==> src/rtl/chunk_tail_if.sv <==
// rtl/chunk_tail_if.sv - handshake bundle between the read pipeline tail and chunk_tail
//
// Purpose: groups the three rdy/ack channels of chunk_tail.
//   chunk channel : i_chunk_rdy/i_chunk_ack carrying (i_beg, i_end)
//   beat channel  : i_mofs_rdy/i_mofs_ack carrying (i_mofs, i_id)
//   done channel  : o_done_rdy/o_done_ack carrying (o_mofs_last, o_count, o_err)
// Modports:
//   slave  - the chunk_tail side (consumes chunks/beats, produces done)
//   master - the environment side (produces chunks/beats, consumes done)
interface chunk_tail_if #(
  parameter int WBW    = 16,
  parameter int N_ICFG = 8,
  parameter int DIM    = 2
);
  localparam int ICFG_BW = $clog2(N_ICFG + 1);

  logic                          i_chunk_rdy;
  logic                          i_chunk_ack;
  logic [ICFG_BW-1:0]            i_beg;
  logic [ICFG_BW-1:0]            i_end;

  logic                          i_mofs_rdy;
  logic                          i_mofs_ack;
  logic [DIM-1:0][WBW-1:0]       i_mofs;
  logic [ICFG_BW-1:0]            i_id;

  logic                          o_done_rdy;
  logic                          o_done_ack;
  logic [DIM-1:0][WBW-1:0]       o_mofs_last;
  logic [ICFG_BW-1:0]            o_count;
  logic                          o_err;

  modport slave (
    input  i_chunk_rdy, i_beg, i_end,
    input  i_mofs_rdy, i_mofs, i_id,
    input  o_done_ack,
    output i_chunk_ack, i_mofs_ack,
    output o_done_rdy, o_mofs_last, o_count, o_err
  );

  modport master (
    output i_chunk_rdy, i_beg, i_end,
    output i_mofs_rdy, i_mofs, i_id,
    output o_done_ack,
    input  i_chunk_ack, i_mofs_ack,
    input  o_done_rdy, o_mofs_last, o_count, o_err
  );
endinterface

==> src/rtl/chunk_tail.sv <==
// rtl/chunk_tail.sv - retires chunks of in-order config-id beats with one completion handshake
//
// Purpose: queues (beg, end) chunk bounds, consumes one offset beat per id in
// [beg, end) for the head chunk, flags any id that arrives out of order, and
// reports the chunk as complete on the done channel.
// Ports:
//   i_clk  - clock
//   i_rst  - asynchronous active-high reset
//   bus    - chunk_tail_if.slave (chunk, beat and done rdy/ack channels)
module chunk_tail #(
  parameter int WBW    = 16,
  parameter int N_ICFG = 8,
  parameter int DIM    = 2,
  parameter int CDEPTH = 2
) (
  input  logic        i_clk,
  input  logic        i_rst,
  chunk_tail_if.slave bus
);
  localparam int ICFG_BW = $clog2(N_ICFG + 1);
  localparam int AW      = $clog2(CDEPTH);
  localparam logic [AW:0]        OCC_FULL = (AW+1)'(CDEPTH);
  localparam logic [AW:0]        OCC_ONE  = (AW+1)'(1);
  localparam logic [ICFG_BW-1:0] ID_ONE   = ICFG_BW'(1);

  typedef enum logic [1:0] {S_IDLE, S_LOAD, S_COLLECT, S_DONE} state_t;

  state_t state, state_nxt;

  // chunk bounds queue
  logic [ICFG_BW-1:0] q_beg [CDEPTH];
  logic [ICFG_BW-1:0] q_end [CDEPTH];
  logic [AW-1:0]      wr_ptr, rd_ptr;
  logic [AW:0]        occ;
  logic               full, empty, push, pop;
  logic [ICFG_BW-1:0] head_beg, head_end;

  // per-chunk tracking
  logic [ICFG_BW-1:0]      exp_id;
  logic [ICFG_BW-1:0]      count_q;
  logic                    err_q;
  logic [DIM-1:0][WBW-1:0] mofs_last_q;

  logic mofs_ack, done_rdy, beat, last_beat;

  assign full     = (occ == OCC_FULL);
  assign empty    = (occ == '0);
  // full blocks a push even when the head is being popped this cycle
  assign push     = bus.i_chunk_rdy && !full;
  assign pop      = (state == S_DONE) && bus.o_done_ack;
  assign head_beg = q_beg[rd_ptr];
  assign head_end = q_end[rd_ptr];

  assign beat      = mofs_ack;
  assign last_beat = beat && ((exp_id + ID_ONE) == head_end);

  assign bus.i_chunk_ack = push;
  assign bus.i_mofs_ack  = mofs_ack;
  assign bus.o_done_rdy  = done_rdy;
  assign bus.o_mofs_last = mofs_last_q;
  assign bus.o_count     = count_q;
  assign bus.o_err       = err_q;

  // state register
  always_ff @(posedge i_clk or posedge i_rst) begin
    if (i_rst) state <= S_IDLE;
    else       state <= state_nxt;
  end

  // next-state logic
  always_comb begin
    state_nxt = state;
    case (state)
      // a push into the empty queue starts LOAD on the very next cycle
      S_IDLE:    if (push || !empty) state_nxt = S_LOAD;
      S_LOAD:    state_nxt = (head_beg == head_end) ? S_DONE : S_COLLECT;
      S_COLLECT: if (last_beat) state_nxt = S_DONE;
      S_DONE:    if (pop) state_nxt = (occ != OCC_ONE || push) ? S_LOAD : S_IDLE;
      default:   state_nxt = S_IDLE;
    endcase
  end

  // output logic
  always_comb begin
    mofs_ack = 1'b0;
    done_rdy = 1'b0;
    case (state)
      S_COLLECT: mofs_ack = bus.i_mofs_rdy;
      S_DONE:    done_rdy = 1'b1;
      default:   ;
    endcase
  end

  // queue pointers and occupancy
  always_ff @(posedge i_clk or posedge i_rst) begin
    if (i_rst) begin
      wr_ptr <= '0;
      rd_ptr <= '0;
      occ    <= '0;
    end else begin
      if (push) wr_ptr <= wr_ptr + AW'(1);
      if (pop)  rd_ptr <= rd_ptr + AW'(1);
      case ({push, pop})
        2'b10:   occ <= occ + OCC_ONE;
        2'b01:   occ <= occ - OCC_ONE;
        default: occ <= occ;
      endcase
    end
  end

  // queue storage; contents are only read behind a valid occupancy
  always_ff @(posedge i_clk) begin
    if (push) begin
      q_beg[wr_ptr] <= bus.i_beg;
      q_end[wr_ptr] <= bus.i_end;
    end
  end

  // per-chunk tracking; mofs_last is kept across LOAD so it only changes on a beat
  always_ff @(posedge i_clk or posedge i_rst) begin
    if (i_rst) begin
      exp_id      <= '0;
      count_q     <= '0;
      err_q       <= 1'b0;
      mofs_last_q <= '0;
    end else if (state == S_LOAD) begin
      exp_id  <= head_beg;
      count_q <= '0;
      err_q   <= 1'b0;
    end else if (beat) begin
      // a wrong id is recorded but the beat is still consumed and counted
      err_q       <= err_q | (bus.i_id != exp_id);
      mofs_last_q <= bus.i_mofs;
      count_q     <= count_q + ID_ONE;
      exp_id      <= exp_id + ID_ONE;
    end
  end
endmodule

==> src/flat_wrapper.sv <==
// flat-port wrapper written by rule: the top's interface ports become plain ports
module chunk_tail_flat 
#(
  parameter int WBW    = 16,
  parameter int N_ICFG = 8,
  parameter int DIM    = 2,
  parameter int CDEPTH = 2
)
  (i_clk, i_rst, bus_i_chunk_rdy, bus_i_beg, bus_i_end, bus_i_mofs_rdy, bus_i_mofs, bus_i_id, bus_o_done_ack, bus_i_chunk_ack, bus_i_mofs_ack, bus_o_done_rdy, bus_o_mofs_last, bus_o_count, bus_o_err);
  chunk_tail_if #(.WBW(WBW), .N_ICFG(N_ICFG), .DIM(DIM)) bus_i ();
  input  logic i_clk;
  input  logic i_rst;
  input wire logic [$bits(bus_i.i_chunk_rdy)-1:0] bus_i_chunk_rdy;
  input wire logic [$bits(bus_i.i_beg)-1:0] bus_i_beg;
  input wire logic [$bits(bus_i.i_end)-1:0] bus_i_end;
  input wire logic [$bits(bus_i.i_mofs_rdy)-1:0] bus_i_mofs_rdy;
  input wire logic [$bits(bus_i.i_mofs)-1:0] bus_i_mofs;
  input wire logic [$bits(bus_i.i_id)-1:0] bus_i_id;
  input wire logic [$bits(bus_i.o_done_ack)-1:0] bus_o_done_ack;
  output wire logic [$bits(bus_i.i_chunk_ack)-1:0] bus_i_chunk_ack;
  output wire logic [$bits(bus_i.i_mofs_ack)-1:0] bus_i_mofs_ack;
  output wire logic [$bits(bus_i.o_done_rdy)-1:0] bus_o_done_rdy;
  output wire logic [$bits(bus_i.o_mofs_last)-1:0] bus_o_mofs_last;
  output wire logic [$bits(bus_i.o_count)-1:0] bus_o_count;
  output wire logic [$bits(bus_i.o_err)-1:0] bus_o_err;
  assign bus_i.i_chunk_rdy = bus_i_chunk_rdy;
  assign bus_i.i_beg = bus_i_beg;
  assign bus_i.i_end = bus_i_end;
  assign bus_i.i_mofs_rdy = bus_i_mofs_rdy;
  assign bus_i.i_mofs = bus_i_mofs;
  assign bus_i.i_id = bus_i_id;
  assign bus_i.o_done_ack = bus_o_done_ack;
  assign bus_i_chunk_ack = bus_i.i_chunk_ack;
  assign bus_i_mofs_ack = bus_i.i_mofs_ack;
  assign bus_o_done_rdy = bus_i.o_done_rdy;
  assign bus_o_mofs_last = bus_i.o_mofs_last;
  assign bus_o_count = bus_i.o_count;
  assign bus_o_err = bus_i.o_err;
  chunk_tail #(.WBW(WBW), .N_ICFG(N_ICFG), .DIM(DIM), .CDEPTH(CDEPTH)) u_core (.i_clk(i_clk), .i_rst(i_rst), .bus(bus_i));
endmodule
==> config.mk <==
export PLATFORM = sky130hd
export DESIGN_NAME = chunk_tail_flat
export DESIGN_NICKNAME = d
export VERILOG_FILES = /design/src/rtl/chunk_tail_if.sv /design/src/rtl/chunk_tail.sv /design/src/flat_wrapper.sv
export SDC_FILE = /design/constraint.sdc
export NUM_CORES = 1
export LEC_CHECK = 0
export BUFFER_PORTS_ARGS = -buffer_cell sky130_fd_sc_hd__buf_2
export CORE_MARGIN = 2
export CORE_UTILIZATION = 50
export DETAILED_ROUTE_END_ITERATION = 10
export GPL_TIMING_DRIVEN = 0
export PLACE_DENSITY = 0.77
export REMOVE_ABC_BUFFERS = 1
export SLEW_MARGIN = 5
export SYNTH_ARGS = -nofsm -noshare
export SYNTH_HDL_FRONTEND = slang
export SYNTH_SLANG_ARGS = --single-unit
==> constraint.sdc <==
create_clock -name i_clk -period 2.3 [get_ports i_clk]
set_input_delay 0.115 -clock i_clk [delete_from_list [all_inputs] [get_ports i_clk]]
set_output_delay 0.115 -clock i_clk [all_outputs]
set_load 0.1 [all_outputs]
==> results of run 1 <==
-- synthesized netlist by cell type, drive strengths merged --
cell and instances:
nand2b 2, nand4 4, o21ai 2, nor2 9
inv 8, o2111ai 1, and3 1, ha 11
and2 2, a21oi 7, a2111oi 1, dfrtp 47
xor2 5, o32a 1, mux2 33, mux2i 10
nand2 7, nand3 2, xnor2 23, clkbuf 3
edfxtp 16, a211oi 1, buf 4
-- kinds of logic (layout without fill, tap and decap cells) --
kind of cell    after synthesis  after routing  synth area share [%]
simple gates                 27             27                  4.53
compound gates               13             13                  2.87
flops                        63             63                  59.4
buf+inv                      15            142                  2.42
mux                          43             43                  17.0
fa+ha+maj                    11             11                  4.93
xor+xnor                     28             28                  8.79
-- final cells by class --
class	count	area [um2]	share of cell area (%)
multi-input cells	122	1070	28.1
clock buffers	12	166	4.36
flip-flops and latches	63	1660	43.4
repair buffers	118	751	19.7
well taps	72	90.1	2.36
inverters	8	30.0	0.787
clock inverters	4	51.3	1.34
-- per-stage QoR --
stage                     hold WS, ns  cell area, um2  TNS (ns)  worst slack, ns  cells
after global routing          0.00135            3820         0           0.0963    399
final                          0.0104            3820         0            0.227    399
after floorplan                 0.214            2750     -7.98           -0.288    193
after CTS                   0.0000327            3820         0            0.205    399
after detailed placement       0.0743            3300   -0.0155          -0.0118    354
after global placement          0.303            3280    -14.47           -0.458    353
-- routing by layer --
layer | vias up | part of all wire, %
li1 | 936 | -
met1 | 916 | 39
met2 | 49 | 54
met3 | 15 | 4.3
met4 | 0 | 3.3
met5 | - | 0
-- final timing paths --
check / startpoint / endpoint / slack [ns] / cells after the start
worst max-delay path: u_core.rd_ptr / u_core.state[1] / 0.23 / 5
worst min-delay path: bus_i_mofs[3] / u_core.bus.o_mofs_last[3] / 0.01 / 2
worst max register to register: u_core.rd_ptr / u_core.state[1] / 0.23 / 5
worst min register to register: u_core.wr_ptr / u_core.wr_ptr / 0.50 / 1
max in group asynchronous: i_rst / u_core.exp_id[2] / 1.57 / 4
min in group asynchronous: i_rst / u_core.bus.o_mofs_last[4] / 0.27 / 3
-- registers in the layout, indices dropped and copies added (netlist names) --
name	cells
u_core.bus.o_count	4
u_core.q_end	8
u_core.rd_ptr	1
u_core.exp_id	4
u_core.wr_ptr	1
u_core.bus.o_err	1
u_core.occ	2
u_core.q_beg	8
u_core.state	2
u_core.bus.o_mofs_last	32
-- critical path: cells and delay by family (launching register included) --
kind,cells,cell delay (ns)
flops,1,0.65
mux,2,0.63
compound gates,1,0.39
xor+xnor,2,0.29
-- repair_timing --
item / in CTS / in global routing
hold buffers: 29 / 0
setup buffers: 0 / 0
gates resized for setup: 1 / 0
hold endpoints to repair: 47 / 0
endpoints found under the setup margin: 9 / 0
==> metrics.txt, run 1 <==
data arrival time of the worst path=2.29 ns; IO Port Bufs=88; Mapped Area=0.00279 mm2; clock latency of the later-clocked register in the worst-skew pair=0.34 ns; final wirelength=5500 um; nature of the critical path endpoint=flop; max-cap violations=0; most frequent CP cell=xnor2_1; Slew headroom=56.3%; area inside the core boundary=0.00544 mm2; starting utilization of the core area=51.3%; crit path kind=flop to flop; mean post-synth cell area=13.9 um2; top achievable clock speed=0.482 GHz; GRT busiest layer=met2; placer congestion estimate=0.719; number of synthesized register bits=63; crit share post-route=90.1%; cell type contributing the most total cell area after synthesis=dfrtp_1; Final Hold Fails=0; share of the yosys chip area belonging to registers=59.4%; setup repair after global routing missed its margin=false; number of clock sinks=63; 1st-iter DRT viols=73; average wire per standard cell=13.8 um; Horiz. Die Dim=78.7 um; Synthesis Warnings=0; nature of the critical path startpoint=flop; Distinct cells, synth=27; met1 track demand over resource in global routing=19.7%; first-pass iteration count of the detailed router=5; number of remaining DRC errors=0; status=finished clean; total number of vias=1916; CTS Buffer Depth=2; vias per cell=4.80; antenna violations before repair=0; Final ANT Viol Nets=0; GR Util All Layers=19.0%; final worst path period need=2.07 ns; CTS clk-pin slew, worst paths=0.07 ns; Worst Clk Skew=0.00738 ns; maximum number of pins on one net before global-route repair=37; std cell rows=27; worst slew pin tran=0.653 ns; cell chain of the critical path=mux2i_1 > xnor2_1 > xnor2_1 > o32a_1 > mux2_4; GR Layer Usage met2=34.4%; Top Ports=89; Final Slew Violations=0; synthesis-to-layout area growth=36.9%; setup violation total in the final timing report=0; die height=78.7 um; grt ovf=0; Die Area=0.00619 mm2; count of filler cells inserted in the layout=404; clock tree from TritonCTS=yes; leading cell types in the layout, fill and taps excluded=buf_2, dfrtp_1, mux2_2, dlygate4sd3_1, xnor2_1; post-synth top area share=42.2%; met3 track demand over resource=3.68%; diodes inserted=0; number of buffers created by CTS=9; most frequent standard cell in the layout excluding fill and tap cells=buf_2; wire length of the first global-routing pass=8810 um; number of global-route vias before repair=2003; CTS H-tree depth=3; min-delay worst type=input port to flop; highest net fanout along the worst path=10; Worst EP required=2.52 ns; cell chosen for the clock root=clkbuf_8; cell types with the largest area share after synthesis=dfrtp_1, edfxtp_1, mux2_2, xnor2_1, ha_1; share of cells above drive strength 1=42.5%; cells after synthesis=200; sum of net half-perimeters after detailed placement=3740 um; largest stage delay on the critical path=0.65 ns; Final nets=382; fraction of the core area covered by cells at the end of the flow=70.2%; slowest CP cell=dfrtp_1
Power of run 1 is not shown: default switching activity piles up to over one toggle a cycle in this logic, so the estimate is an artifact.
==> inputs of run 2 (changes only) <==
Settings changed: CTS_BUF_LIST set to sky130_fd_sc_hd__clkbuf_16, CTS_CLUSTER_DIAMETER set to 120, SETUP_SLACK_MARGIN set to 0.5.
==> run 2 against run 1 <==
Effect of this change: cell count decreased by 1.3%; critical endpoint is now bus_i_chunk_ack; critical path type is now flop to primary output; sequential share of layout area fell by 0.81 points; routed wire length is 0.65% higher; sequential cell count did not move; utilization increased by 1.4 points; setup slack improved by 0.25 ns; clock skew decreased by 0.0025 ns; critical path depth unchanged; global-route usage rose by 0.069 points.
==> metrics.txt, run 2 (synthesis gave the netlist of run 1 again) <==
beginning of the worst register-to-register path=u_core.rd_ptr; clock latency of the later-clocked register in the worst-skew pair=0.32 ns (-0.02 ns); highest net fanout along the worst path=4 (-6); synthesis-to-layout area growth=39.7%; status=finished clean; Worst Setup Slack, final=0.474 ns (+0.247 ns); die height=78.7 um (unchanged); Worst EP required=2.18 ns (-0.34 ns); number of clock sinks=63 (unchanged); number of buffers created by CTS=9 (unchanged); CTS Buffer Depth=2 (unchanged); register-to-register setup slack=0.51 ns (+0.28 ns); nature of the critical path startpoint=flop; IO Port Bufs=88 (unchanged); Final Hold Fails=0 (unchanged); post-place setup slack=-0.0118 ns (unchanged); placer congestion estimate=0.719 (unchanged); met3 track demand over resource=4.71% (+1.0 points); wire length of the first global-routing pass=8890 um (+0.94%); Slew headroom=67.2% (+11 points); length in cells of the worst reg-to-reg path=6 (+1); worst setup path start=u_core.occ[1]; 1st-iter DRT viols=56 (-23%); met1 track demand over resource in global routing=20.4% (+0.76 points); worst r2r dst=u_core.state[1]; area inside the core boundary=0.00544 mm2 (unchanged); top achievable clock speed=0.548 GHz (+14%); Final ANT Viol Nets=0 (unchanged); Final Slew Violations=0 (unchanged); crit share post-route=79.4% (-11 points); Final nets=377 (-1.3%); CTS clk-pin slew, worst paths=0.05 ns (-0.02 ns); grt ovf=0 (unchanged); GRT busiest layer=met2; setup violation total in the final timing report=0 (unchanged); max reg flops=32 (unchanged); Worst Hold Path EP=u_core.bus.o_mofs_last[7]; starting utilization of the core area=51.3% (unchanged); Horiz. Die Dim=78.7 um (unchanged); Non-Filler Cell Area, Final=0.00390 mm2 (+2.1%); data arrival time of the worst path=1.71 ns (-0.58 ns); CTS H-tree depth=3 (unchanged); number of global-route vias before repair=1998 (-0.25%); clock tree from TritonCTS=yes; leading cell types in the layout, fill and taps excluded=buf_2, dfrtp_1, mux2_2, xnor2_1, edfxtp_1; worst slew pin tran=0.495 ns (-0.158 ns); GR Layer Usage met2=34.5% (+0.085 points); cell chosen for the clock root=clkbuf_16; max-cap violations=0 (unchanged); HP Start=bus_i_mofs[7]; Worst Clk Skew=0.00486 ns (-0.00252 ns); antenna violations before repair=0 (unchanged); vias per cell=4.83 (+0.58%); post-detailed-placement cell area=0.00330 mm2 (unchanged); Die Area=0.00619 mm2 (unchanged); most frequent standard cell in the layout excluding fill and tap cells=buf_2; final worst path period need=1.83 ns (-0.247 ns); maximum number of pins on one net before global-route repair=37 (unchanged); setup repair after global routing missed its margin=true; nature of the critical path endpoint=primary output; number of stages on the worst hold path=2 (unchanged); sum of net half-perimeters after detailed placement=3740 um (unchanged); diodes inserted=0 (unchanged); share of cells above drive strength 1=51.2% (+8.7 points); total number of vias=1903 (-0.68%); number of remaining DRC errors=0 (unchanged); std cell rows=27 (unchanged); min-delay worst type=input port to flop; average wire per standard cell=14.1 um (+1.9%); GR Util All Layers=19.0% (+0.069 points); crit path kind=flop to primary output; first-pass iteration count of the detailed router=4 (-1); Top Ports=89 (unchanged); final wirelength=5540 um (+0.65%)
==> run 2: cell types whose count changed in the layout (fill, tap and decap cells not counted), moves of 3 or more <==
| cell | delta |
|---|---|
| dlygate4sd3_1 | -20 |
| mux2i_1 | -3 |
| clkbuf_16 | +9 |
| mux2i_2 | +3 |
| clkbuf_8 | -10 |
| buf_4 | +13 |
==> run 2: layer usage <==
layer,up-vias,wire length [um]
met3,9,254
met1,913,2140
met4,0,84
met5,-,0
li1,934,-
met2,47,3060
==> run 2: worst max-delay path, cell delays in order (launching register included) <==
cell	delay (ns)
dfrtp_1	0.41
ha_1	0.20
nand2b_4	0.16
buf_12	0.13
inv_1	0.06
buf_2	0.42
==> run 2: timing repair <==
item | CTS | global route
pin swaps | 2 | 3
setup endpoints to repair | 44 | 36
hold buffers | 9 | 0
gates resized for setup | 14 | 5
gates cloned | 1 | 0
endpoints found under the hold margin | 27 | 0
setup buffers | 10 | 4
==> run 2: how the worst max path moves through the flow <==
stage | end | slack (ns) | cells after the start
floorplan | u_core.bus.o_mofs_last[7] | -0.29 | 6
global placement | u_core.bus.o_mofs_last[13] | -0.46 | 4
detailed placement | u_core.bus.o_mofs_last[1] | -0.01 | 4
CTS | u_core.bus.o_mofs_last[29] | 0.50 | 6
global route | bus_i_chunk_ack | 0.41 | 6
finish | bus_i_chunk_ack | 0.47 | 5
==> run 2: layout make-up <==
| cell class | count | area (um2) |
|---|---|---|
| clock buffer | 10 | 250 |
| clock inverter | 6 | 58.8 |
| fill | 399 | 1540 |
| inverter | 8 | 32.5 |
| multi-input combinational | 123 | 1130 |
| sequential | 63 | 1660 |
| tap | 72 | 90.1 |
| timing repair buffer | 112 | 678 |
==> run 2: metrics by stage <==
stage	setup TNS, ns	utilization, %	cells	hold slack, ns
finish	0	71.6	394	0.0186
floorplan	-7.98	-	193	0.214
global placement	-14.47	60.3	353	0.303
global route	0	71.6	394	0.0161
detailed placement	-0.0155	60.8	354	0.0743
CTS	0	70.5	390	0.00882
Power of run 2 is left out for the same reason.
